`src/rtl/dac_spi_driver.sv`:
```
`default_nettype none
// ============================================================================
//  Module      : dac_spi_driver
//  Description : Writes two 12-bit waveform samples to a dual-channel SPI DAC
//                (SPI mode 0, MSB first). Channel A frame, chip-select gap,
//                channel B frame, gap, then an optional LDAC strobe.
//                Optional feature macro: DAC_SPI_LDAC_EN (LDAC strobe state;
//                when undefined ldac_n is tied low and each channel updates on
//                its own chip-select rising edge).
//  Revision    : 1.0 - initial release
// ============================================================================
module dac_spi_driver #(
    parameter int SCLK_DIV = 4,
    parameter int CS_GAP   = 2
) (
    input  logic        sys_clk_i,
    input  logic        sys_rst_i,
    input  logic        ds_start_i,
    input  logic [11:0] ds_wave_1_i,
    input  logic [11:0] ds_wave_2_i,
    output logic        ds_busy_o,
    output logic        ds_done_o,
    output logic        ds_sclk_o,
    output logic        ds_mosi_o,
    output logic        ds_cs_n_o,
    output logic        ds_ldac_n_o
);

    // The gap counter also times the 2-cycle LDAC strobe, so it must reach 1.
    localparam int DIV_W = $clog2(SCLK_DIV + 1);
    localparam int GAP_W = $clog2(CS_GAP + 2);

    localparam logic [DIV_W-1:0] c_div_last  = DIV_W'(SCLK_DIV - 1);
    localparam logic [DIV_W-1:0] c_div_one   = DIV_W'(1);
    localparam logic [GAP_W-1:0] c_gap_last  = GAP_W'(CS_GAP - 1);
    localparam logic [GAP_W-1:0] c_gap_one   = GAP_W'(1);
    // BUF off, gain 1x, DAC active
    localparam logic [2:0]       c_frame_ctl = 3'b011;

    typedef enum logic [2:0] {
        S_IDLE    = 3'd0,
        S_SHIFT_A = 3'd1,
        S_GAP_A   = 3'd2,
        S_SHIFT_B = 3'd3,
        S_GAP_B   = 3'd4,
        S_LDAC    = 3'd5
    } state_t;

    state_t           r_state;
    state_t           w_state_next;
    logic             w_done_next;
    logic [15:0]      r_shift;
    logic [11:0]      r_wave_b;
    logic [3:0]       r_bit_cnt;
    logic [DIV_W-1:0] r_div_cnt;
    logic [GAP_W-1:0] r_gap_cnt;
    logic             r_sclk;
    logic             r_done;
    logic             w_shifting;
    logic             w_half_end;
    logic             w_frame_end;
    logic             w_gap_end;

    assign w_shifting  = (r_state == S_SHIFT_A) || (r_state == S_SHIFT_B);
    assign w_half_end  = (r_div_cnt == c_div_last);
    // Frame ends when the high phase of bit 0 expires
    assign w_frame_end = w_shifting && r_sclk && w_half_end && (r_bit_cnt == 4'd0);
    assign w_gap_end   = (r_gap_cnt == c_gap_last);

    assign ds_busy_o   = (r_state != S_IDLE);
    assign ds_done_o   = r_done;
    assign ds_sclk_o   = r_sclk;
    assign ds_mosi_o   = w_shifting & r_shift[15];
    assign ds_cs_n_o   = ~w_shifting;
`ifdef DAC_SPI_LDAC_EN
    assign ds_ldac_n_o = (r_state != S_LDAC);
`else
    assign ds_ldac_n_o = 1'b0;
`endif

    // Next-state decode and completion pulse
    always_comb begin
        w_state_next = r_state;
        w_done_next  = 1'b0;
        case (r_state)
            S_IDLE: begin
                if (ds_start_i) w_state_next = S_SHIFT_A;
            end
            S_SHIFT_A: begin
                if (w_frame_end) w_state_next = S_GAP_A;
            end
            S_GAP_A: begin
                if (w_gap_end) w_state_next = S_SHIFT_B;
            end
            S_SHIFT_B: begin
                if (w_frame_end) w_state_next = S_GAP_B;
            end
            S_GAP_B: begin
                if (w_gap_end) begin
`ifdef DAC_SPI_LDAC_EN
                    w_state_next = S_LDAC;
`else
                    w_state_next = S_IDLE;
                    w_done_next  = 1'b1;
`endif
                end
            end
`ifdef DAC_SPI_LDAC_EN
            S_LDAC: begin
                if (r_gap_cnt == c_gap_one) begin
                    w_state_next = S_IDLE;
                    w_done_next  = 1'b1;
                end
            end
`endif
            default: w_state_next = S_IDLE;
        endcase
    end

    // State register, sample latches, bit/divider/gap counters
    always_ff @(posedge sys_clk_i) begin
        if (sys_rst_i) begin
            r_state   <= S_IDLE;
            r_done    <= 1'b0;
            r_sclk    <= 1'b0;
            r_shift   <= '0;
            r_wave_b  <= '0;
            r_bit_cnt <= '0;
            r_div_cnt <= '0;
            r_gap_cnt <= '0;
        end else begin
            r_state <= w_state_next;
            r_done  <= w_done_next;
            case (r_state)
                S_IDLE: begin
                    if (ds_start_i) begin
                        r_shift   <= {1'b0, c_frame_ctl, ds_wave_1_i};
                        r_wave_b  <= ds_wave_2_i;
                        r_bit_cnt <= 4'd15;
                        r_div_cnt <= '0;
                        r_sclk    <= 1'b0;
                    end
                end
                S_SHIFT_A, S_SHIFT_B: begin
                    r_gap_cnt <= '0;
                    if (w_half_end) begin
                        r_div_cnt <= '0;
                        r_sclk    <= ~r_sclk;
                        // Advance to the next bit only after the high phase
                        if (r_sclk) begin
                            r_bit_cnt <= r_bit_cnt - 4'd1;
                            r_shift   <= {r_shift[14:0], 1'b0};
                        end
                    end else begin
                        r_div_cnt <= r_div_cnt + c_div_one;
                    end
                end
                S_GAP_A: begin
                    if (w_gap_end) begin
                        r_shift   <= {1'b1, c_frame_ctl, r_wave_b};
                        r_bit_cnt <= 4'd15;
                        r_div_cnt <= '0;
                        r_sclk    <= 1'b0;
                        r_gap_cnt <= '0;
                    end else begin
                        r_gap_cnt <= r_gap_cnt + c_gap_one;
                    end
                end
`ifdef DAC_SPI_LDAC_EN
                S_LDAC: begin
                    r_gap_cnt <= r_gap_cnt + c_gap_one;
                end
`endif
                default: begin
                    r_gap_cnt <= w_gap_end ? '0 : (r_gap_cnt + c_gap_one);
                end
            endcase
        end
    end

endmodule
`default_nettype wire
```
`config.mk`:
```
export PLATFORM = sky130hd
export DESIGN_NAME = dac_spi_driver
export DESIGN_NICKNAME = d
export VERILOG_FILES = /design/src/rtl/dac_spi_driver.sv
export SDC_FILE = /design/constraint.sdc
export NUM_CORES = 1
export LEC_CHECK = 0
export BUFFER_PORTS_ARGS = -buffer_cell sky130_fd_sc_hd__buf_2
export CAP_MARGIN = 40
export CORE_ASPECT_RATIO = 1.4
export CORE_MARGIN = 4
export CORE_UTILIZATION = 50
export DETAILED_ROUTE_END_ITERATION = 8
export MAX_ROUTING_LAYER = met4
export PLACE_DENSITY_LB_ADDON = 0.2
export SETUP_SLACK_MARGIN = 0.3
export SYNTH_ARGS = -nofsm -noshare
export SYNTH_HDL_FRONTEND = slang
export SYNTH_SLANG_ARGS = --single-unit
```
`constraint.sdc`:
```
create_clock -name sys_clk_i -period 1.4 [get_ports sys_clk_i]
set_input_delay 0.28 -clock sys_clk_i [delete_from_list [all_inputs] [get_ports sys_clk_i]]
set_output_delay 0.28 -clock sys_clk_i [all_outputs]
set_load 0.005 [all_outputs]
```
==> flow_summary_export.csv, run 1 <==
group,metric,value,unit
setup_path,end_kind,"register",
detailed_routing,final_antenna_net_count,0,
global_route,grt_pass1_vias,2354,
clock_tree,htreeDepth,2,
pwr,power.internal,2360,uW
timing,worst_slew_margin_rel,0.525,
setup_path,critical_path.top_delay_family,"buffers and inverters",
timing,slew_viol_final,0,
timing,finalSetupTns,-3.59,ns
clock_tree,cts_sinks,42,
pwr,irDropWorstVdd,1.06,mV
detailed_routing,drc,0,
pwr,powerDensity,958,nW/um2
clock_tree,path_clk_slew,0.09,ns
die,initial_core_util,0.518,
worst_hold_path,hp-class,"in2reg",
clock_tree,clk_latency,0.31,ns
synth,synth_area,2030,um2
pwr,finalPower,3480,uW
setup_path,crit_fanout,4,
place,hpwl,3810,um
timing,fin_ws,-0.215,ns
timing,fmax,619,MHz
die,io_pins,33,
global_route,track_usage,0.296,
final_layout,area_delta_synth_final,79.3,%
timing,rsz0062_at_grt,"yes",
run_status,violations,"negative setup slack",
global_route,grt_first_pass_wirelength,11400,um
setup_path,cp_slowest_cell,"dfxtp_4",
setup_path,cp_common_cell,"buf_4",
timing,clock_skew,0.0116,ns
synth,syn_inst,247,
final_layout,layout.cells.most_common,"dfxtp_1",
pwr,comb_power_share,0.325,
final_layout,insertedDiodeCount,0,
synth,synth-seq-cells,42,
synth,synth.avg_cell_area,8.21,um2
pwr,switching_share,0.322,
detailed_routing,drtPass1Iterations,5,
pwr,p_leak,0.00136,uW
clock_tree,cts_tree,"built",
synth,syn-num-nets,277,
detailed_routing,wire_per_inst,24.4,um
detailed_routing,drt_iter0_drc,211,
run_status,status,"finished, violations left",
detailed_routing,vias,2509,
setup_path,cp_num_buf_inv,4,
synth,seq_area_frac_synth,0.415,
pwr,power_frac_seq,0.388,
setup_path,path_cells,"buf_6, clkinvlp_4, buf_4, buf_4, a22oi_1, a311oi_2",
final_layout,layout_common_cells,"dfxtp_1, buf_4, buf_2, buf_6, nand2_1",
synth,yosys_warnings,0,
die,die-width,61.8,um
setup_path,arrival,1.77,ns
setup_path,required,1.55,ns
timing,setup_viol,39,
timing,tightest_slew,0.713,ns
synth,yosys_most_used_dff,"dfxtp_1",
synth,yosysUniqueCellTypes,39,
setup_path,critical_path_class,"reg2reg",
global_route,antenna_found_initial,0,
detailed_routing,wl,9230,um
final_layout,drive_gt1_frac,0.603,
die,fp.dieH,83.4,um
place,gp_congestion,0.832,
die,rows,27,
setup_path,cpPeakStageDelay,0.38,ns
clock_tree,cts_made_buffers,5,
final_layout,nets,364,
place,port_buffers,31,
timing,post-route-period-util,1.15,
timing,finalHoldViolations,0,
clock_tree,cts_root_buf,"clkbuf_8",
global_route,overflow,0,
setup_path,cp-start-kind,"register",
synth,ys_async_sr_fraction,0,
timing,hold_ws,0.210,ns
timing,period_needed,1.62,ns
pwr,clockPowerShare,0.287,
die,core_area,3920,um2
clock_tree,hold_buffers,0,
run,drv_cap,0,
detailed_routing,drt-vias-per-instance,6.64,
pwr,switchingPower,1120,uW
die,dieArea,5150,um2
clock_tree,cts_buffer_depth,2,
global_route,grt_max_degree,25,
synth,synth_edf_count,0,
## flip-flops by register name, indices dropped and copies added (netlist names)
signal / count
ds_done_o: 1
ds_sclk_o: 1
r_shift: 16
r_div_cnt: 3
r_wave_b: 12
r_state: 3
r_gap_cnt: 2
r_bit_cnt: 4
## worst min-delay path, cell delays in order
cell	delay [ns]
buf_2	0.10
nand2_1	0.04
a21oi_1	0.05
## cells in the mapped netlist, types with 2 or more instances
master,instances,area share
nand3b_1,2,0.0074
nor2_1,9,0.017
clkbuf_1,12,0.022
buf_4,3,0.011
nor3_1,8,0.020
a31o_2,2,0.0086
nand2b_1,2,0.0062
inv_1,8,0.015
a21oi_1,37,0.091
a221o_1,11,0.054
a211oi_1,3,0.011
buf_2,7,0.017
ha_1,3,0.019
nor2b_1,3,0.0093
nor4_1,3,0.0093
o22ai_1,2,0.0062
and2_1,2,0.0062
nand2_1,31,0.057
o21a_1,2,0.0074
a22oi_1,2,0.0074
and3b_1,2,0.0086
o21ai_0,15,0.037
nor4bb_1,11,0.054
dfxtp_1,42,0.41
nand3_1,11,0.027
## layout make-up
type	instances	area [um2]
clock inverter	2	37.5
inverter	8	41.3
fill	131	282
sequential	42	857
timing repair buffer	100	913
clock buffer	6	72.6
multi-input combinational	177	1660
tap	43	53.8
## logic make-up (layout without fill, tap and decap cells)
logic type	after synthesis	count (layout)	share of synthesized area
compound gates	80	80	0.249
fa+ha+maj	3	3	0.0185
xor+xnor	1	1	0.00432
mux	1	1	0.00494
flops	42	42	0.415
other cells	1	1	0.00185
simple gates	89	91	0.242
buf+inv	30	116	0.0654
## final timing paths
check / from / end / slack (ns) / cells after the start
max: r_state[0] / r_shift[0] / -0.22 / 6
min: ds_wave_2_i[1] / r_wave_b[1] / 0.21 / 3
max reg2reg: r_state[0] / r_shift[0] / -0.22 / 6
min reg2reg: r_wave_b[1] / r_wave_b[1] / 0.48 / 2
## metrics by stage
step	worst slack, ns	util	instance area, um2	cells
after global placement	-0.0656	0.647	2530	337
final	-0.215	0.928	3640	378
after detailed placement	-0.103	0.647	2530	337
after CTS	-0.122	0.820	3210	369
after floorplan	-0.00866	-	2180	247
after global routing	-0.264	0.928	3640	378
## power groups by stage
stage / Sequential, uW / Combinational, uW / Clock, uW
global route: 1350 / 1180 / 1050
floorplan: 1350 / 393 / 0
finish: 1350 / 1130 / 1000
CTS: 1340 / 843 / 981
detailed placement: 1360 / 589 / 0
global placement: 1360 / 575 / 0
## layer usage
| metal | vias up | share of wire | track usage |
|---|---|---|---|
| li1 | 1071 | - | - |
| met1 | 1182 | 0.34 | 0.342 |
| met2 | 204 | 0.51 | 0.471 |
| met3 | 52 | 0.093 | 0.0669 |
| met4 | 0 | 0.056 | 0.137 |
| met5 | - | 0 | - |
## repair_timing
| item | in CTS | in global routing |
|---|---|---|
| gates resized for setup | 92 | 70 |
| setup buffers | 19 | 9 |
| pin swaps | 25 | 34 |
| setup endpoints to repair | 46 | 46 |
| cloned | 5 | 0 |
No activity file was read; power rests on OpenSTA's default activity.
==> run 2: changes to the inputs <==
CELL_PAD_IN_SITES_DETAIL_PLACEMENT = 1   (was unset)
CELL_PAD_IN_SITES_GLOBAL_PLACEMENT = 1   (was unset)
CORE_UTILIZATION = 37   (was 50)
SETUP_SLACK_MARGIN = unset   (was 0.3)
==> run 2 against run 1 <==
Against the previous run: the run still ends with negative setup slack left; combinational power decreased by 26%; count of clock-buffer cells in the layout down 1; clock power is 23% lower; design area is 15% lower; sequential power barely moved; sequential share of layout area rose by 4.0 points; hold slack worse by 0.0051 ns; clock skew is 0.0059 ns lower; routed wire length fell by 21%; final cell count rose by 1.1%; critical path type unchanged; critical endpoint is now r_state[2].
==> flow_summary_export.csv, run 2 (synthesis results as in run 1) <==
group,metric,value,unit
timing,tightest_slew,0.607,ns
timing,finalHoldViolations,0,
clock_tree,path_clk_slew,0.09,ns
final_layout,drive_gt1_frac,0.487,
final_layout,reg_top3,"r_shift (16), r_wave_b (12), r_bit_cnt (4)",
die,dieArea,6750,um2
global_route,track_usage,0.216,
clock_tree,cts_sinks,42,
worst_hold_path,hp-class,"in2reg",
die,die-width,70.6,um
timing,clock_skew,0.00577,ns
clock_tree,hold_buffers,0,
clock_tree,htreeDepth,2,
clock_tree,cts_made_buffers,5,
final_layout,insertedDiodeCount,0,
detailed_routing,vias,2149,
global_route,overflow,0,
clock_tree,cts_buffer_depth,2,
global_route,grt_max_degree,27,
final_layout,nets,346,
place,pre_cts_slack,-0.152,ns
setup_path,r2r_setup_slack,-0.17,ns
die,io_pins,33,
place,hpwl,4400,um
clock_tree,cts_root_buf,"clkbuf_8",
global_route,grtUsageMet3,0.0264,
global_route,antenna_found_initial,0,
timing,finalSetupTns,-1.45,ns
global_route,grt_util_met2,0.406,
pwr,irDropWorstVdd,0.492,mV
timing,worst_slew_margin_rel,0.595,
detailed_routing,wire_per_inst,19.0,um
clock_tree,cts_tree,"built",
timing,rsz0062_at_grt,"yes",
setup_path,end_kind,"register",
global_route,grt_use_met1,0.234,
timing,period_needed,1.57,ns
setup_path,cp_num_buf_inv,0,
place,gp_congestion,0.744,
detailed_routing,drt-vias-per-instance,5.63,
die,rows,31,
detailed_routing,drtPass1Iterations,4,
setup_path,cp-start-kind,"register",
run_status,violations,"negative setup slack",
global_route,grt.busiest_layer,"met2",
run,drv_cap,0,
detailed_routing,drc,0,
clock_tree,clk_latency,0.30,ns
final_layout,layout.cells.most_common,"dfxtp_1",
timing,fmax,635,MHz
final_layout,post-route-util,0.594,
die,fp.dieH,95.6,um
detailed_routing,wl,7260,um
final_layout,area_delta_synth_final,53.2,%
timing,post-route-period-util,1.12,
final_layout,layout_common_cells,"dfxtp_1, nand2_1, buf_2, buf_4, buf_6",
timing,slew_viol_final,0,
setup_path,critical_path_class,"reg2reg",
die,initial_core_util,0.387,
die,core_area,5240,um2
final_layout,regMostFlops,"r_shift",
detailed_routing,drt_iter0_drc,62,
setup_path,arrival,1.74,ns
timing,setup_viol,23,
place,port_buffers,31,
setup_path,path_cells,"ha_4, nand3b_1, nor4_4, a211oi_1, a2111oi_1",
setup_path,critical_path.top_delay_family,"simple AND/OR/NAND/NOR gates",
detailed_routing,final_antenna_net_count,0,
worst_hold_path,hold_path_depth,3,
final_layout,largest_reg_flops,16,
setup_path,cp_slowest_cell,"dfxtp_2",
timing,fin_ws,-0.174,ns
setup_path,worstSetupPathDepth,5,
run_status,status,"finished, violations left",
pwr,powerDensity,951,nW/um2
global_route,grt_pass1_vias,2296,
setup_path,required,1.57,ns
global_route,grt_first_pass_wirelength,11300,um
setup_path,cpPeakStageDelay,0.36,ns
setup_path,r2r_cells,5,
setup_path,crit_fanout,4,
pwr,p_leak,0.00121,uW
## run 2: cell type report
type	count	area, um2
Clock buffer	5	68.8
Tap cell	66	82.6
Timing Repair Buffer	83	694
Clock inverter	2	10.0
Inverter	8	32.5
Multi-Input combinational cell	176	1360
Fill cell	629	2130
Sequential cell	42	856
## run 2: repair_timing
item,CTS,global route
cloned,1,2
buffers inserted,12,2
hold endpoints to repair,0,0
resized for setup,54,50
pin swaps,23,22
endpoints found under the setup margin,38,34
## run 2: layer usage
layer	wire length, um	part of all wire	vias up
met1	2920	0.40	1064
met5	0	0	-
met2	4070	0.56	42
li1	-	-	1034
met3	180	0.025	9
met4	89	0.012	0
## run 2: worst paths after layout
kind                  startpoint          end
hold reg to reg      r_wave_b[6]  r_wave_b[6]
setup reg to reg    r_div_cnt[0]   r_state[2]
hold / removal    ds_wave_2_i[5]  r_wave_b[5]
setup / recovery    r_div_cnt[0]   r_state[2]
## run 2: tightest hold or removal path, stage by stage
cell and delay [ns]:
buf_2 0.09, nand2_1 0.04, a21oi_1 0.05
## run 2: where the power goes
group	leakage (uW)	internal, uW	switching, uW
Clock	0.0000438	336	440
Combinational	0.000819	410	427
Sequential	0.000348	1280	64.1
## run 2: through the flow
| stage | instance area, um2 | power [uW] | hold WS (ns) | std cells |
|---|---|---|---|---|
| final | 3110 | 2950 | 0.205 | 382 |
| after detailed placement | 2570 | 1990 | 0.443 | 363 |
| after floorplan | 2060 | 1690 | 0.416 | 247 |
| after global placement | 2570 | 1970 | 0.437 | 363 |
| after global routing | 3110 | 3100 | 0.215 | 382 |
| after CTS | 2970 | 2900 | 0.204 | 383 |
==> run 3: changes to the inputs <==
CORE_MARGIN = 2   (was 4)
==> run 3 against run 2 <==
Against the previous run: the run still ends with negative setup slack left; count of clock-buffer cells in the layout did not move; design area fell by 0.68%; sequential share of layout area rose by 0.11 points; total power rose by 6.9%; sequential power barely moved.
==> flow_summary_export.csv, run 3 (synthesis results as in run 1) <==
group,metric,value,unit
final_layout,layout.cells.most_common,"buf_4",
place,hpwl,4440,um
setup_path,r2r_cells,7,
detailed_routing,drtPass1Iterations,4,
final_layout,regArea,853,um2
final_layout,multi_input_area,1300,um2
setup_path,cp-start-kind,"register",
die,initial_core_util,0.387,
timing,fin_ws,-0.170,ns
final_layout,insertedDiodeCount,0,
final_layout,reg_top3,"r_shift (16), r_wave_b (12), r_bit_cnt (4)",
setup_path,required,1.12,ns
pwr,power.internal,2210,uW
timing,worst_slew_margin_rel,0.637,
detailed_routing,drt_iter0_drc,71,
pwr,comb_power_share,0.257,
die,rows,31,
detailed_routing,vias,2124,
global_route,grt_pass1_vias,2258,
pwr,clockPowerShare,0.318,
global_route,grt_first_pass_wirelength,10800,um
run_status,violations,"negative setup slack",
clock_tree,cts_root_buf,"clkbuf_8",
global_route,overflow,0,
detailed_routing,drt-vias-per-instance,5.49,
final_layout,final_cells,387,
clock_tree,clk_latency,0.31,ns
die,die-width,66.6,um
setup_path,end_kind,"output pin",
setup_path,r2r-end,"r_shift[9]",
setup_path,r2r-start,"r_gap_cnt[1]",
pwr,switching_share,0.302,
final_layout,area_delta_synth_final,52.2,%
run,drv_cap,0,
die,io_pins,33,
final_layout,layout_common_cells,"buf_4, dfxtp_1, nand2_1, buf_2, a21oi_1",
setup_path,r2r_setup_slack,-0.12,ns
place,gp_congestion,0.845,
final_layout,post-route-util,0.589,
setup_path,critPathCapture,"ds_mosi_o",
setup_path,crit_fanout,4,
detailed_routing,final_antenna_net_count,0,
timing,period_needed,1.57,ns
detailed_routing,drc,0,
pwr,p_leak,0.00122,uW
clock_tree,cts_made_buffers,5,
clock_tree,htreeDepth,2,
global_route,track_usage,0.234,
timing,clock_skew,0.0131,ns
pwr,switchingPower,952,uW
timing,tightest_slew,0.544,ns
setup_path,worstSetupStartpoint,"r_state[0]",
final_layout,regMostFlops,"r_shift",
worst_hold_path,hp-class,"in2reg",
timing,finalHoldViolations,0,
setup_path,arrival,1.29,ns
die,fp.dieH,91.6,um
timing,post-route-period-util,1.12,
timing,slew_viol_final,0,
place,dp_cells,369,
place,port_buffers,31,
detailed_routing,wire_per_inst,19.2,um
detailed_routing,wl,7420,um
final_layout,nets,350,
final_layout,largest_reg_flops,16,
run_status,status,"finished, violations left",
die,dieArea,6100,um2
timing,rsz0062_at_grt,"yes",
global_route,grt_max_degree,24,
clock_tree,cts_buffer_depth,2,
setup_path,critical_path_class,"reg2out",
timing,fmax,637,MHz
clock_tree,cts_sinks,42,
pwr,power_frac_seq,0.425,
pwr,irDropWorstVdd,0.678,mV
clock_tree,hold_buffers,0,
timing,setup_viol,20,
final_layout,fillers,638,
global_route,antenna_found_initial,0,
pwr,powerDensity,1020,nW/um2
place,pre_cts_slack,-0.137,ns
clock_tree,path_clk_slew,0.09,ns
final_layout,drive_gt1_frac,0.467,
die,core_area,5240,um2
clock_tree,cts_tree,"built",
## run 3: cell types whose count changed in the layout (fill, tap and decap cells not counted), moves of 4 or more
cell,change
a21oi_2,-6
buf_6,-11
buf_4,+14
a21oi_1,+6
o21ai_1,+4
o21ai_0,-5
## run 3: layer usage
layer  GRT usage  wire, um
met5           -         0
met4      0.0731        62
met3      0.0372       201
met2       0.400      4050
met1       0.275      3100
## run 3: critical path, stage by stage, from the launching register on
cell	delay (ns)
dfxtp_2	0.38
nor2b_4	0.17
buf_6	0.12
buf_6	0.09
and2_4	0.13
buf_6	0.08
## run 3: cell type report
cell class / instances / area share
clock inverters: 3 / 0.0146
clock buffers: 5 / 0.0223
multi-input cells: 175 / 0.422
inverters: 8 / 0.00973
repair buffers: 88 / 0.229
well taps: 66 / 0.0268
flip-flops and latches: 42 / 0.276
## run 3: stage by stage
step | cell area [um2] | hold WS [ns] | TNS (ns) | total power (uW)
global placement | 2590 | 0.439 | -0.583 | 1970
global route | 3090 | 0.209 | -2.89 | 3310
floorplan | 2060 | 0.416 | -0.0216 | 1690
detailed placement | 2590 | 0.445 | -1.23 | 1990
finish | 3090 | 0.205 | -1.59 | 3160
CTS | 2840 | 0.206 | -1.35 | 3030
## run 3: worst min-delay path by stage
| stage | start | to | slack [ns] | cells past startpoint |
|---|---|---|---|---|
| 3_3_place_gp | r_wave_b[4] | r_wave_b[4] | 0.44 | 2 |
| 6_report | ds_wave_2_i[4] | r_wave_b[4] | 0.20 | 3 |
| 2_1_floorplan | ds_wave_2_i[10] | r_wave_b[10] | 0.42 | 2 |
| 3_5_place_dp | r_wave_b[2] | r_wave_b[2] | 0.44 | 2 |
| 5_1_grt | ds_wave_2_i[1] | r_wave_b[1] | 0.21 | 3 |
| 4_1_cts | ds_wave_2_i[4] | r_wave_b[4] | 0.21 | 3 |
## run 3: power by group through the flow
stage / clock network (uW) / registers, uW / logic, uW
floorplan: 0 / 1340 / 343
global placement: 0 / 1350 / 613
detailed placement: 0 / 1360 / 630
CTS: 1010 / 1340 / 679
global route: 1080 / 1350 / 875
finish: 1000 / 1340 / 812
## run 3: what timing repair did
| item | in CTS | in global routing |
|---|---|---|
| gates cloned | 0 | 1 |
| endpoints found under the setup margin | 39 | 34 |
| buffers inserted | 4 | 5 |
| pin swaps | 4 | 29 |
| resized for setup | 27 | 52 |
